--- config.mk ---
export PLATFORM = sky130hd
export DESIGN_NAME = fft_chan_sched_flat
export DESIGN_NICKNAME = d
export VERILOG_FILES = /design/src/rtl/fft_chan_sched_if.sv /design/src/rtl/fft_chan_sched.sv /design/src/flat_wrapper.sv
export SDC_FILE = /design/constraint.sdc
export NUM_CORES = 1
export LEC_CHECK = 0
export ABC_AREA = 0
export ABC_CLOCK_PERIOD_IN_PS = 1800
export BUFFER_PORTS_ARGS = -buffer_cell sky130_fd_sc_hd__buf_2
export CORE_MARGIN = 2
export CORE_UTILIZATION = 35
export CTS_BUF_LIST = sky130_fd_sc_hd__clkbuf_8 sky130_fd_sc_hd__clkbuf_16
export CTS_CLUSTER_SIZE = 40
export DETAILED_ROUTE_END_ITERATION = 10
export SKIP_CTS_REPAIR_TIMING = 1
export SYNTH_ARGS = -nofsm -noshare
export SYNTH_HDL_FRONTEND = slang
export SYNTH_SLANG_ARGS = --single-unit
--- constraint.sdc ---
create_clock -name clk -period 1.8 [get_ports clk]
set_input_delay 0.09 -clock clk [delete_from_list [all_inputs] [get_ports clk]]
set_output_delay 0.09 -clock clk [all_outputs]
set_load 0.02 [all_outputs]
--- src/rtl/fft_chan_sched_if.sv ---
// Bundle of the scheduler's channel, FFT-engine and result signals.
// The master modport is the scheduler; the slave modport is everything around it.
interface fft_chan_sched_if #(
  parameter int NCH        = 2,
  parameter int CW         = 1,
  parameter int ADDR_WIDTH = 8
);
  logic                  enable;
  logic [NCH-1:0]        frame_req;
  logic [NCH-1:0]        frame_ack;
  logic [CW-1:0]         chan_sel;
  logic                  fft_start;
  logic                  fft_done;
  logic [ADDR_WIDTH-1:0] max1_in;
  logic [ADDR_WIDTH-1:0] max2_in;
  logic                  out_busy;
  logic                  busy;
  logic                  res_valid;
  logic [CW-1:0]         res_chan;
  logic [ADDR_WIDTH-1:0] res_max1;
  logic [ADDR_WIDTH-1:0] res_max2;
  logic                  tmo_err;

  modport master (
    input  enable, frame_req, fft_done, max1_in, max2_in, out_busy,
    output frame_ack, chan_sel, fft_start, busy, res_valid, res_chan,
           res_max1, res_max2, tmo_err
  );

  modport slave (
    output enable, frame_req, fft_done, max1_in, max2_in, out_busy,
    input  frame_ack, chan_sel, fft_start, busy, res_valid, res_chan,
           res_max1, res_max2, tmo_err
  );
endinterface

--- src/rtl/fft_chan_sched.sv ---
// Round-robin arbiter sharing one FFT engine between NCH input buffers, with a
// per-round timeout and registered result publication.
module fft_chan_sched #(
  parameter int NCH        = 2,
  parameter int CW         = 1,
  parameter int ADDR_WIDTH = 8,
  parameter int TMO_W      = 16,
  parameter int TIMEOUT    = 40000
) (
  input logic              clk,
  input logic              rst,
  fft_chan_sched_if.master bus
);

  typedef enum logic [1:0] {IDLE, START, RUN, DONE} state_t;

  state_t           state, state_nxt;
  logic [CW-1:0]    ptr;
  logic [CW-1:0]    winner;
  logic [TMO_W-1:0] timer;
  logic [NCH-1:0]   ack_mask;
  logic [NCH-1:0]   req_eff;
  logic [NCH-1:0]   sel_onehot;
  logic             grant;
  logic             done_hit;
  logic             tmo_hit;
  int               idx;

  assign sel_onehot = NCH'(1) << bus.chan_sel;

  always_comb begin
    state_nxt = state;
    grant     = 1'b0;
    done_hit  = 1'b0;
    tmo_hit   = 1'b0;
    winner    = '0;
    idx       = 0;
    // The channel just released is hidden for one IDLE cycle so its owner can drop the request.
    req_eff   = bus.frame_req & ~ack_mask;
    case (state)
      IDLE: begin
        if (bus.enable && !bus.out_busy && (|req_eff)) begin
          grant     = 1'b1;
          state_nxt = START;
          // Scanning downwards lets the lowest offset from ptr be the last, winning, hit.
          for (int i = NCH - 1; i >= 0; i--) begin
            idx = int'(ptr) + i;
            if (idx >= NCH) idx = idx - NCH;
            if (req_eff[idx]) winner = CW'(idx);
          end
        end
      end
      START: state_nxt = RUN;
      RUN: begin
        if (bus.fft_done) begin
          done_hit  = 1'b1;
          state_nxt = DONE;
        end else if (timer == TMO_W'(TIMEOUT - 1)) begin
          tmo_hit   = 1'b1;
          state_nxt = IDLE;
        end
      end
      DONE:    state_nxt = IDLE;
      default: state_nxt = IDLE;
    endcase
  end

  always_ff @(posedge clk) begin
    if (rst) begin
      state         <= IDLE;
      ptr           <= '0;
      timer         <= '0;
      ack_mask      <= '0;
      bus.chan_sel  <= '0;
      bus.fft_start <= 1'b0;
      bus.frame_ack <= '0;
      bus.busy      <= 1'b0;
      bus.res_valid <= 1'b0;
      bus.res_chan  <= '0;
      bus.res_max1  <= '0;
      bus.res_max2  <= '0;
      bus.tmo_err   <= 1'b0;
    end else begin
      state         <= state_nxt;
      bus.busy      <= (state_nxt != IDLE);
      bus.fft_start <= grant;
      bus.res_valid <= done_hit;
      bus.frame_ack <= (done_hit || tmo_hit) ? sel_onehot : '0;
      ack_mask      <= ((state == DONE) || tmo_hit) ? sel_onehot : '0;

      if (grant) begin
        bus.chan_sel <= winner;
        ptr          <= (winner == CW'(NCH - 1)) ? '0 : winner + 1'b1;
      end

      if (state == START)    timer <= '0;
      else if (state == RUN) timer <= timer + 1'b1;

      if (done_hit) begin
        bus.res_chan <= bus.chan_sel;
        bus.res_max1 <= bus.max1_in;
        bus.res_max2 <= bus.max2_in;
      end

      if (tmo_hit) bus.tmo_err <= 1'b1;
    end
  end

endmodule
--- src/flat_wrapper.sv ---
// flat-port wrapper written by rule: the top's interface ports become plain ports
module fft_chan_sched_flat 
#(
  parameter int NCH        = 2,
  parameter int CW         = 1,
  parameter int ADDR_WIDTH = 8,
  parameter int TMO_W      = 16,
  parameter int TIMEOUT    = 40000
)
  (clk, rst, bus_enable, bus_frame_req, bus_fft_done, bus_max1_in, bus_max2_in, bus_out_busy, bus_frame_ack, bus_chan_sel, bus_fft_start, bus_busy, bus_res_valid, bus_res_chan, bus_res_max1, bus_res_max2, bus_tmo_err);
  fft_chan_sched_if #(.NCH(NCH), .CW(CW), .ADDR_WIDTH(ADDR_WIDTH)) bus_i ();
  input logic clk;
  input logic rst;
  input wire logic [$bits(bus_i.enable)-1:0] bus_enable;
  input wire logic [$bits(bus_i.frame_req)-1:0] bus_frame_req;
  input wire logic [$bits(bus_i.fft_done)-1:0] bus_fft_done;
  input wire logic [$bits(bus_i.max1_in)-1:0] bus_max1_in;
  input wire logic [$bits(bus_i.max2_in)-1:0] bus_max2_in;
  input wire logic [$bits(bus_i.out_busy)-1:0] bus_out_busy;
  output wire logic [$bits(bus_i.frame_ack)-1:0] bus_frame_ack;
  output wire logic [$bits(bus_i.chan_sel)-1:0] bus_chan_sel;
  output wire logic [$bits(bus_i.fft_start)-1:0] bus_fft_start;
  output wire logic [$bits(bus_i.busy)-1:0] bus_busy;
  output wire logic [$bits(bus_i.res_valid)-1:0] bus_res_valid;
  output wire logic [$bits(bus_i.res_chan)-1:0] bus_res_chan;
  output wire logic [$bits(bus_i.res_max1)-1:0] bus_res_max1;
  output wire logic [$bits(bus_i.res_max2)-1:0] bus_res_max2;
  output wire logic [$bits(bus_i.tmo_err)-1:0] bus_tmo_err;
  assign bus_i.enable = bus_enable;
  assign bus_i.frame_req = bus_frame_req;
  assign bus_i.fft_done = bus_fft_done;
  assign bus_i.max1_in = bus_max1_in;
  assign bus_i.max2_in = bus_max2_in;
  assign bus_i.out_busy = bus_out_busy;
  assign bus_frame_ack = bus_i.frame_ack;
  assign bus_chan_sel = bus_i.chan_sel;
  assign bus_fft_start = bus_i.fft_start;
  assign bus_busy = bus_i.busy;
  assign bus_res_valid = bus_i.res_valid;
  assign bus_res_chan = bus_i.res_chan;
  assign bus_res_max1 = bus_i.res_max1;
  assign bus_res_max2 = bus_i.res_max2;
  assign bus_tmo_err = bus_i.tmo_err;
  fft_chan_sched #(.NCH(NCH), .CW(CW), .ADDR_WIDTH(ADDR_WIDTH), .TMO_W(TMO_W), .TIMEOUT(TIMEOUT)) u_core (.clk(clk), .rst(rst), .bus(bus_i));
endmodule
# --- Word-level counts from Yosys, hierarchy flattened ---
# Index checks and enable logic that the tools add are counted.
# Widths: inputs -> output; s select.
classes:
  reduce_logical: 11
  muxes: 28
  eq_ne: 4
  n_addsub: 5
  order_cmp: 4
  shift: 1
  n_bitwise: 4
ops:
  columns: ["operator", "count"]
  rows:
  - ["$mux 32", 6]
  - ["$lt 32x3->1 const B", 2]
  - ["$ge 32x3->1 const B", 1]
  - ["$sub 32x3->32 const B", 1]
  - ["$mux 1", 18]
  - ["$add 16x1->16 const B", 1]
  - ["$eq 16x16->1 const B", 1]
  - ["$pmux 2 s4", 1]
  - ["$reduce_or 2->1", 4]
  - ["$mux 2", 3]
  - ["$eq 2x2->1 const B", 2]
  - ["$sub 1x2->3 const B", 1]
  - ["$add 1x1->2 const B", 1]
  - ["$and 2x2->2", 1]
  - ["$eq 2x1->1 const B", 1]
  - ["$ge 1x2->1 const B", 1]
  - ["$logic_and 1x1->1", 2]
  - ["$logic_not 2->1", 1]
  - ["$logic_or 1x1->1", 2]
  - ["$not 1->1", 2]
  - ["$not 2->2", 1]
  - ["$reduce_bool 2->1", 1]
  - ["$shl 1x1->2 const A", 1]
  - ["$add 1x1->1 const B", 1]
  - ["$logic_not 1->1", 1]
totals:
  input_bits: 23
  wordCells: 70
  output_inout_bits: 24
  register_bits: 45

# --- Longest topological paths before layout ---
depth:
  word_depth: 15
  depth_mapped: 7
  mapped_depth_nobuf: 5

# --- Worst setup path before layout ---
# No wires, ideal clock.
synth_path:
  path_kind: "flip-flop to flip-flop"
  from: "register u_core.timer[13]"
  to: "register u_core.ack_mask[1]"
  arrival_ns: 1.753
  path_buffers: 0
  path_slack_ns: -0.015
  required_time_ns: 1.738
  period_less_slack_ns: 1.815
  stages_incl_launch_ff: 5
  setup_ns: 0.062
  path_cell_list: "dfxtp_1 or4_1 or4_1 nor2b_4 and4bb_1"
synth_between:
  elab_chain_len: 7
synth_rtl:
  columns: ["item", "line_no", "rtl"]
  rows:
  - ["start, declared", "fft_chan_sched.sv:20", "logic [TMO_W-1:0] timer;"]
  - ["start signal, assigned", "fft_chan_sched.sv:97", "else if (state == RUN) timer <= timer + 1'b1;"]
  - ["$eq 16x16->1", "fft_chan_sched.sv:58", "end else if (timer == TMO_W'(TIMEOUT - 1)) begin"]
  - ["$mux 1", "fft_chan_sched.sv:58", null]
  - ["$mux 1", "fft_chan_sched.sv:55", "if (bus.fft_done) begin"]
  - ["$mux 1", "fft_chan_sched.sv:40", "case (state)"]
  - ["$logic_or 1x1->1", "fft_chan_sched.sv:89", "ack_mask <= ((state == DONE) || tmo_hit) ? sel_onehot : '0;"]
  - ["$not 1->1 (no source line)", null, null]
  - ["$reduce_or 2->1 (no source line)", null, null]
  - ["end signal, assigned", "fft_chan_sched.sv:89", null]
  - ["end, declared", "fft_chan_sched.sv:21", "logic [NCH-1:0] ack_mask;"]
# Every way passes these cells.
# A chain may end at the register's enable or synchronous reset.

# --- Final worst setup path ---
layout_path:
  from: "register u_core.timer[6]"
  to: "register u_core.ack_mask[0]"
# Same word-level chain as after synthesis.

==> impl_metrics.xml <==
<?xml version="1.0" encoding="UTF-8"?>
<metrics>
  <group name="timing">
    <metric name="slew-limit-headroom" unit="%">57.5</metric>
    <metric name="clock.fmax" unit="MHz">562</metric>
    <metric name="period_minus_slack" unit="ns">1.78</metric>
    <metric name="fin_worst_skew" unit="ns">0.00653</metric>
    <metric name="timing_hold_violations_final" unit="">0</metric>
    <metric name="worst_slew_pin_slew" unit="ns">0.637</metric>
    <metric name="setup_repair_after_global_routing_missed_its_margin" unit="">true</metric>
    <metric name="setup_viol" unit="">0</metric>
    <metric name="period_utilization" unit="%">98.8</metric>
    <metric name="slew_viol_final" unit="">0</metric>
    <metric name="holdWs" unit="ns">0.0186</metric>
  </group>
  <group name="logic_synthesis">
    <metric name="most_area_consuming_cells_after_synthesis" unit="">dfxtp_1 52%, nand2_1 8.6%, a21oi_1 7.7%, xor2_1 4.5%, nor2_1 3.7%</metric>
    <metric name="synth_fp_nets" unit="">226</metric>
    <metric name="synth_async_sr_flop_share" unit="%">0</metric>
    <metric name="synth.ff_latch_count" unit="">45</metric>
    <metric name="post_synth_instance_area" unit="µm²">1750</metric>
    <metric name="post_synth_num_cell_types" unit="">34</metric>
    <metric name="syn_area_per_cell" unit="µm²">8.65</metric>
    <metric name="compound_gate_fraction_of_synth_area" unit="%">10.0</metric>
    <metric name="yosysTopAreaCellShare" unit="%">51.6</metric>
    <metric name="simple_gate_area_share_of_the_yosys_netlist" unit="%">29.2</metric>
    <metric name="largest_family_of_logic_cells_by_synthesized_area" unit="">simple AND/OR/NAND/NOR gates</metric>
    <metric name="synthMuxAreaShare" unit="%">0.573</metric>
    <metric name="synth_cells" unit="">202</metric>
    <metric name="synth_sequential_area_ratio" unit="%">51.6</metric>
    <metric name="yosys_warnings" unit="">0</metric>
    <metric name="synth.largest_area_cell" unit="">dfxtp_1</metric>
    <metric name="post_synth_xor_area_fraction" unit="%">5.52</metric>
    <metric name="synthFlopType" unit="">dfxtp_1</metric>
    <metric name="count_of_flip_flops_with_a_built_in_enable_after_synthesis" unit="">0</metric>
    <metric name="synth_adder_area_share" unit="%">0.716</metric>
  </group>
  <group name="min_path">
    <metric name="min-delay-start" unit="">bus_max1_in[0]</metric>
    <metric name="hold_path_class" unit="">in -&gt; reg</metric>
    <metric name="worst_hold_path.num_cells" unit="">3</metric>
    <metric name="whs_endpoint" unit="">u_core.bus.res_max1[0]</metric>
  </group>
  <group name="detailed_routing">
    <metric name="antenna_violating_nets_post_route" unit="">0</metric>
    <metric name="post-route-drc-count" unit="">0</metric>
    <metric name="detailroute.via_count" unit="">1526</metric>
    <metric name="initialDrtViolationCount" unit="">43</metric>
    <metric name="drt_first_pass_iters" unit="">3</metric>
    <metric name="detail_route.vias_per_cell" unit="">4.68</metric>
    <metric name="wl_per_cell" unit="µm">11.6</metric>
    <metric name="wirelength" unit="µm">3790</metric>
  </group>
  <group name="final_layout">
    <metric name="non_filler_instance_count_after_layout" unit="">326</metric>
    <metric name="number_of_filler_cells_placed_in_the_layout" unit="">486</metric>
    <metric name="final_core_util" unit="%">47.1</metric>
    <metric name="insertedDiodeCount" unit="">0</metric>
    <metric name="layout.cells.most_common" unit="">buf_2</metric>
    <metric name="final_cell_mix" unit="">46 x buf_2, 43 x dfxtp_1, 40 x nand2_1, 27 x a21oi_1, 17 x nor2_1</metric>
    <metric name="flow.area_growth_from_synthesis" unit="%">28.3</metric>
    <metric name="nets" unit="">282</metric>
    <metric name="post_route_cells_drive_above_1_share" unit="%">28.2</metric>
    <metric name="layout.cell_area.non_filler" unit="µm²">2240</metric>
  </group>
  <group name="global_routing">
    <metric name="grt_pass1_vias" unit="">1367</metric>
    <metric name="grt_start_max_net_pins" unit="">30</metric>
    <metric name="grt_util_met1" unit="%">19.4</metric>
    <metric name="aggregate_global_route_resource_usage" unit="%">14.6</metric>
    <metric name="globalRoute.busiestLayer" unit="">met2</metric>
    <metric name="gr_ovfl_total" unit="">0</metric>
    <metric name="met3_usage" unit="%">4.15</metric>
    <metric name="grt_use_met2" unit="%">22.1</metric>
    <metric name="first_pass_grt_wire_length" unit="µm">6120</metric>
    <metric name="antenna_found_initial" unit="">0</metric>
  </group>
  <group name="power">
    <metric name="p_per_area" unit="nW/µm²">848</metric>
    <metric name="design_power_total" unit="mW">1.90</metric>
    <metric name="irDropWorstVdd" unit="V">0.000347</metric>
    <metric name="power.static_leakage" unit="nW">0.939</metric>
  </group>
  <group name="worst_setup_path">
    <metric name="ff2ff_path_depth" unit="">4</metric>
    <metric name="slowest_delay" unit="ns">0.53</metric>
    <metric name="cp-start-kind" unit="">register</metric>
    <metric name="crit_path_top_delay_cell" unit="">or4b_4</metric>
    <metric name="path_type_of_the_worst_setup_path" unit="">reg -&gt; reg</metric>
    <metric name="crit_chain" unit="">or4b_4 -&gt; or4_4 -&gt; nor2b_4 -&gt; nor4b_2</metric>
    <metric name="worstReg2RegStart" unit="">u_core.timer[6]</metric>
    <metric name="setup.worst_path.end_class" unit="">register</metric>
    <metric name="critPathArrivalTime" unit="ns">1.99</metric>
    <metric name="path_max_fanout" unit="">2</metric>
    <metric name="worstReg2RegEnd" unit="">u_core.ack_mask[0]</metric>
    <metric name="critPathRequiredTime" unit="ns">2.02</metric>
    <metric name="regToRegSetupSlack" unit="ns">0.02</metric>
  </group>
  <group name="die">
    <metric name="core_area" unit="µm²">4750</metric>
    <metric name="die_width" unit="µm">74.6</metric>
    <metric name="placementRows" unit="">25</metric>
    <metric name="initial_core_util" unit="%">36.7</metric>
    <metric name="die-area" unit="µm²">5570</metric>
    <metric name="ios" unit="">47</metric>
    <metric name="chipHeight" unit="µm">74.6</metric>
  </group>
  <group name="place">
    <metric name="place_inst" unit="">318</metric>
    <metric name="portBuffers" unit="">46</metric>
    <metric name="post_dp_cell_area" unit="µm²">2120</metric>
    <metric name="place_congestion" unit="">0.866</metric>
    <metric name="dp_hpwl" unit="µm">2770</metric>
  </group>
  <group name="clock_tree">
    <metric name="cts.sinks" unit="">45</metric>
    <metric name="ctsLongestPathBuffers" unit="">2</metric>
    <metric name="cts_htree_levels" unit="">2</metric>
    <metric name="cts_inserted_buffers" unit="">5</metric>
    <metric name="cts_tree" unit="">built</metric>
    <metric name="root_cell_of_the_clock_tree" unit="">clkbuf_8</metric>
    <metric name="path_clk_slew" unit="ns">0.09</metric>
    <metric name="worstSkewPairLatency" unit="ns">0.30</metric>
  </group>
  <group name="run_status">
    <metric name="outcome" unit="">finished clean</metric>
  </group>
  <group name="flow_run">
    <metric name="cap_violations" unit="">0</metric>
  </group>
</metrics>
[power by group]
group          internal (mW)  switching, mW
combinational         0.0512         0.0718
sequential              1.01         0.0119
clock                  0.411          0.343
total                   1.47          0.426
[sequential cells by signal, indices dropped and copies added (netlist names)]
signal                count
u_core.ack_mask           2
u_core.bus.busy           1
u_core.bus.chan_sel       1
u_core.bus.fft_start      1
u_core.bus.frame_ack      2
u_core.bus.res_chan       1
u_core.bus.res_max1       8
u_core.bus.res_max2       8
u_core.bus.res_valid      1
u_core.bus.tmo_err        1
u_core.ptr                1
u_core.state              2
u_core.timer             16
[final cells by class]
type,count,area (µm²),area share (%)
Tap cell,67,83.8,3.74
Clock buffer,5,68.8,3.07
Sequential cell,45,903,40.3
Inverter,1,3.75,0.168
Timing Repair Buffer,59,328,14.6
Multi-Input combinational cell,146,811,36.2
Clock inverter,3,42.5,1.90
[kinds of logic after synthesis]
family | Yosys count
multiplexers | 1
AO/OA/AOI/OAI | 34
adder cells (fa/ha/maj) | 1
AND/OR/NAND/NOR | 99
flip-flops | 45
buffers and inverters | 11
XOR/XNOR | 11
[metrics by stage]
| stage | setup TNS (ns) | setup WS (ns) |
|---|---|---|
| 2_1_floorplan | 0 | 0.0372 |
| 3_3_place_gp | 0 | 0.00544 |
| 3_5_place_dp | -0.0208 | -0.0208 |
| 4_1_cts | -0.0649 | -0.0359 |
| 5_1_grt | -0.0868 | -0.0398 |
| 6_report | 0 | 0.0208 |
[Yosys cell counts, types with 2 or more instances]
library cell  instances
clkbuf_1              8
nand4_1               9
xor2_1                9
nor2_1               17
and2_1                5
a21oi_1              27
or4_1                 2
dfxtp_1              45
or3_1                 4
and3_1                2
nand3_1               4
xnor2_1               2
nand2_1              40
nor2b_1               4
o21ai_0               5
[per-layer routing]
layer	part of all wire, %	wire length [µm]
met2	45	1690
met1	49	1860
met3	4.5	170
met5	0	0
met4	1.8	70
[worst max-delay path, delay by kind of cell, from the launching register on]
kind,cells,cell delay (ns)
flops,1,0.32
simple gates,4,1.38
[worst max-delay path by stage]
stage,from,slack [ns],depth (start not counted),to
floorplan,u_core.timer[6],0.04,4,u_core.ack_mask[1]
global placement,u_core.timer[14],0.005,4,u_core.ack_mask[1]
detailed placement,u_core.timer[14],-0.02,4,u_core.ack_mask[1]
CTS,u_core.timer[14],-0.04,4,u_core.ack_mask[1]
global route,u_core.timer[13],-0.04,4,u_core.bus.frame_ack[1]
finish,u_core.timer[6],0.02,4,u_core.ack_mask[0]
Note: power is estimated with default switching activity, not from simulation.
